[src/rtl/imem_loader.sv]
// Instruction memory loader: assembles a big-endian byte stream into 32-bit words
// and writes them to consecutive word addresses while holding the CPU in reset.
module imem_loader #(
    parameter int DEPTH  = 64,
    parameter int ADDR_W = 6
) (
    input  logic              clk,
    input  logic              rst,
    input  logic              start,
    input  logic [ADDR_W:0]   word_count,
    input  logic [7:0]        byte_in,
    input  logic              byte_valid,
    output logic              byte_ready,
    output logic              wr_en,
    output logic [ADDR_W-1:0] wr_addr,
    output logic [31:0]       wr_data,
    output logic              cpu_hold,
    output logic              done,
    output logic              error
);

    typedef enum logic [1:0] {
        IDLE,
        LOAD,
        WRITE,
        DONE
    } state_t;

    localparam logic [ADDR_W:0] DEPTH_L = (ADDR_W + 1)'(DEPTH);

    state_t              state_q, state_d;
    logic [ADDR_W-1:0]   addr_q, addr_d;
    logic [1:0]          byte_cnt_q, byte_cnt_d;
    logic [31:0]         word_q, word_d;
    logic [ADDR_W:0]     count_q, count_d;
    logic [ADDR_W:0]     written_q, written_d;
    logic                error_q, error_d;
    logic [ADDR_W-1:0]   wr_addr_q, wr_addr_d;
    logic [31:0]         wr_data_q, wr_data_d;

    logic                start_ok;
    logic [ADDR_W:0]     written_inc;
    logic [31:0]         word_shifted;

    always_comb begin
        state_d      = state_q;
        addr_d       = addr_q;
        byte_cnt_d   = byte_cnt_q;
        word_d       = word_q;
        count_d      = count_q;
        written_d    = written_q;
        error_d      = error_q;
        wr_addr_d    = wr_addr_q;
        wr_data_d    = wr_data_q;

        start_ok     = start && (word_count != '0) && (word_count <= DEPTH_L);
        written_inc  = written_q + 1'b1;
        word_shifted = {word_q[23:0], byte_in};

        case (state_q)
            IDLE, DONE: begin
                // A rejected start only raises error; state, done and cpu_hold stay put.
                if (start) begin
                    if (start_ok) begin
                        state_d    = LOAD;
                        error_d    = 1'b0;
                        addr_d     = '0;
                        byte_cnt_d = '0;
                        word_d     = '0;
                        written_d  = '0;
                        count_d    = word_count;
                    end else begin
                        error_d = 1'b1;
                    end
                end
            end
            LOAD: begin
                if (byte_valid) begin
                    word_d     = word_shifted;
                    byte_cnt_d = byte_cnt_q + 2'd1;
                    if (byte_cnt_q == 2'd3) begin
                        state_d   = WRITE;
                        wr_addr_d = addr_q;
                        wr_data_d = word_shifted;
                    end
                end
            end
            WRITE: begin
                addr_d    = addr_q + 1'b1;
                written_d = written_inc;
                state_d   = (written_inc == count_q) ? DONE : LOAD;
            end
            default: begin
                state_d = IDLE;
            end
        endcase
    end

    always_ff @(posedge clk) begin
        if (rst) begin
            state_q    <= IDLE;
            addr_q     <= '0;
            byte_cnt_q <= '0;
            word_q     <= '0;
            count_q    <= '0;
            written_q  <= '0;
            error_q    <= 1'b0;
            wr_addr_q  <= '0;
            wr_data_q  <= '0;
        end else begin
            state_q    <= state_d;
            addr_q     <= addr_d;
            byte_cnt_q <= byte_cnt_d;
            word_q     <= word_d;
            count_q    <= count_d;
            written_q  <= written_d;
            error_q    <= error_d;
            wr_addr_q  <= wr_addr_d;
            wr_data_q  <= wr_data_d;
        end
    end

    assign byte_ready = (state_q == LOAD);
    assign wr_en      = (state_q == WRITE);
    assign done       = (state_q == DONE);
    assign cpu_hold   = (state_q != DONE);
    assign error      = error_q;
    assign wr_addr    = wr_addr_q;
    assign wr_data    = wr_data_q;

endmodule

[config.mk]
export PLATFORM = sky130hd
export DESIGN_NAME = imem_loader
export DESIGN_NICKNAME = d
export VERILOG_FILES = /design/src/rtl/imem_loader.sv
export SDC_FILE = /design/constraint.sdc
export NUM_CORES = 1
export LEC_CHECK = 0
export CAP_MARGIN = 20
export CORE_UTILIZATION = 56
export DETAILED_ROUTE_END_ITERATION = 7
export GPL_ROUTABILITY_DRIVEN = 0
export PLACE_DENSITY_LB_ADDON = 0.15
export SLEW_MARGIN = 20
export SYNTH_ARGS = -nofsm -noshare
export SYNTH_HDL_FRONTEND = slang
export SYNTH_SLANG_ARGS = --single-unit
export TNS_END_PERCENT = 50
[constraint.sdc]
create_clock -name clk -period 3.5 [get_ports clk]
set_input_delay 1.05 -clock clk [delete_from_list [all_inputs] [get_ports clk]]
set_output_delay 1.05 -clock clk [all_outputs]
set_load 0.02 [all_outputs]
==> flow_summary.ini <==
[detailed_routing]
vias = 2912
firstDrtPassIters = 5
drt_iter0_markers = 154
wl_um = 7360
route.detailed.drc = 0
viasPerCell = 5.62
drtAntennaViolNets = 0
wl_per_cell_um = 14.2

[worst_setup_path]
cp_max_fo = 6
worst-path-buf-inv = 1
worstSetupEndpointType = flop
critPathTopFamily = compound AO/OA/AOI/OAI gates
critPathRequiredTime_ns = 3.76
start_kind = input pin
cp.arrival_ns = 3.33
slowest_stage = a21boi_1
max_stage_delay_ns = 0.54
crit_type = input pin to flop
worstPathCellList = clkdlybuf4s50_1 -> nor4_4 -> a41oi_2 -> a21boi_1 -> a41oi_1 -> a311oi_1

[synthesis]
synth_warnings = 0
yosys.area.top_type = dfxtp_1
synth-seq-cells = 87
syn_inst = 380
synth_cell_types = 52
seq_area_frac_synth_pct = 49.9
synth_nets = 406
synth_area_leaders = dfxtp_1, nand2_1, a22o_1
async_flop_share_pct = 0
syn-cell-area_um2 = 3490
yosys-top-cells-count = nand2_1, dfxtp_1, a21oi_1, a22o_1, nor2_1
yosysMostFrequentCell = nand2_1
yosysTopAreaCellShare_pct = 49.9
synth_edf_count = 0
synth_area_per_cell_um2 = 9.18
ys.flop_type = dfxtp_1

[clock_network]
cts_resized = 0
cts_tree = done
ctsHoldBuffers = 0
cts_max_level = 3
cts_sinks = 87
cts_buffer_depth = 2
cts_setup_buffers = 0
clk_latency_ns = 0.36
cts_buffers = 9
clk_pin_slew_ns = 0.08
root_buffer = clkbuf_8

[floorplanning]
core-area_um2 = 5960
start_util_pct = 58.6
die_h_um = 80.9
ios = 62
die-area_um2 = 6550
die_w_um = 80.9
row_count = 28

[grt]
grt_pass1_wl_um = 12200
globalRouteMet3Util_pct = 4.94
grt_start_max_net_pins = 39
met2_usage_pct = 36.1
grt_usage_pct = 24.6
overflow = 0
antenna_found_initial = 0
busiest_layer = met2
grt_util_met1_pct = 33.8
grt_pass1_vias = 2605

[placement]
place_area_um2 = 4160
place_hpwl_um = 5120
port-buffer-count = 61

[finish]
diodes = 0
finalNetCount = 465
drive_above_1_share_pct = 7.45
syn_to_final_growth_pct = 24.6
fin_area_um2 = 4350
fin_util_pct = 73.0
fillers = 484

[power]
ir_drop_v = 0.000284
power.density_nw_per_um2 = 543
leakage_nw = 1.54
finalPower_w = 0.00236

[timing]
finalSetupViolations = 0
layout_min_cycle_time_ns = 3.07
fin_setup_tns_ns = 0
fin_skew_ns = 0.00814
rsz0062_at_grt = false
fmax_mhz = 326
report.final.slew_viol_count = 0
hold_viol = 0
relSlewSlack_pct = 56.7
period_share_pct = 87.7
worstMarginPinSlew_ns = 0.650

[run_status]
status = finished clean

[run]
max_cap_viol_count = 0

[min_path]
min_path_type = flop to flop
-- worst min-delay path, cell delays in order, from the launching register on --
cell	delay [ns]
dfxtp_1	0.31
nand2_1	0.05
a21oi_1	0.05
-- logic make-up after synthesis --
| kind of cell | count (synthesis) | synth area share [%] |
|---|---|---|
| XOR/XNOR | 12 | 3.01 |
| AND/OR/NAND/NOR | 135 | 17.5 |
| buffers and inverters | 31 | 3.87 |
| multiplexers | 9 | 2.62 |
| AO/OA/AOI/OAI | 99 | 20.6 |
| adder cells (fa/ha/maj) | 7 | 2.51 |
| flip-flops | 87 | 49.9 |
-- area by class of cell --
type / instances / area [um^2] / share of cell area, %
inverter: 10 / 37.5 / 0.863
clock buffer: 10 / 128 / 2.94
sequential: 87 / 1740 / 40.1
timing repair buffer: 69 / 678 / 15.6
clock inverter: 5 / 57.6 / 1.32
multi-input combinational: 262 / 1610 / 37.1
tap: 75 / 93.8 / 2.16
-- metrics by stage --
| stage | instances | hold slack [ns] | setup WS (ns) |
|---|---|---|---|
| finish | 518 | 0.455 | 0.431 |
| global route | 518 | 0.470 | 0.203 |
| CTS | 518 | 0.459 | 0.476 |
| detailed placement | 503 | 0.448 | 0.161 |
| global placement | 503 | 0.442 | 0.272 |
| floorplan | 380 | 0.432 | 0.944 |
-- routing by layer --
metal	vias to the layer above	part of all wire, %
li1	1454	-
met1	1363	48
met2	81	45
met3	14	4.3
met4	0	2.2
met5	-	0
-- state kept, by name, summed over array words and instances, names as in the netlist, 2 cells and up --
register	count
addr_q	6
byte_cnt_q	2
count_q	7
state_q	2
word_q	24
wr_addr	6
wr_data	32
written_q	7
-- placed cells by master, fill, tap and decap left out, types with 5 or more instances in the layout --
| master | instances |
|---|---|
| dfxtp_1 | 87 |
| ha_1 | 7 |
| nand2_1 | 90 |
| a22o_1 | 25 |
| xnor2_1 | 9 |
| clkdlybuf4s50_1 | 60 |
| mux2i_1 | 8 |
| clkbuf_8 | 9 |
| nor2_1 | 14 |
| nand3_1 | 7 |
| a21oi_1 | 41 |
| buf_4 | 7 |
| and3_1 | 5 |
| inv_1 | 10 |
-- where the power goes --
group | total (W) | internal (W) | switching (W)
Combinational | 0.000599 | 0.000246 | 0.000352
Clock | 0.000679 | 0.000328 | 0.000351
Sequential | 0.00108 | 0.00104 | 0.0000463
Total | 0.00236 | 0.00161 | 0.000750
-- final timing paths --
kind                           startpoint                       to  slack [ns]  depth (start not counted)
setup / recovery            word_count[0]   addr_q[5]$_SDFFE_PP0P_        0.43                          6
hold / removal    wr_addr[1]$_SDFFE_PP0P_  wr_addr[1]$_SDFFE_PP0P_        0.45                          2
setup reg to reg  state_q[0]$_SDFFE_PP0P_   addr_q[5]$_SDFFE_PP0P_        1.27                          7
hold reg to reg   wr_addr[1]$_SDFFE_PP0P_  wr_addr[1]$_SDFFE_PP0P_        0.45                          2
No activity file was read; power rests on OpenSTA's default activity.
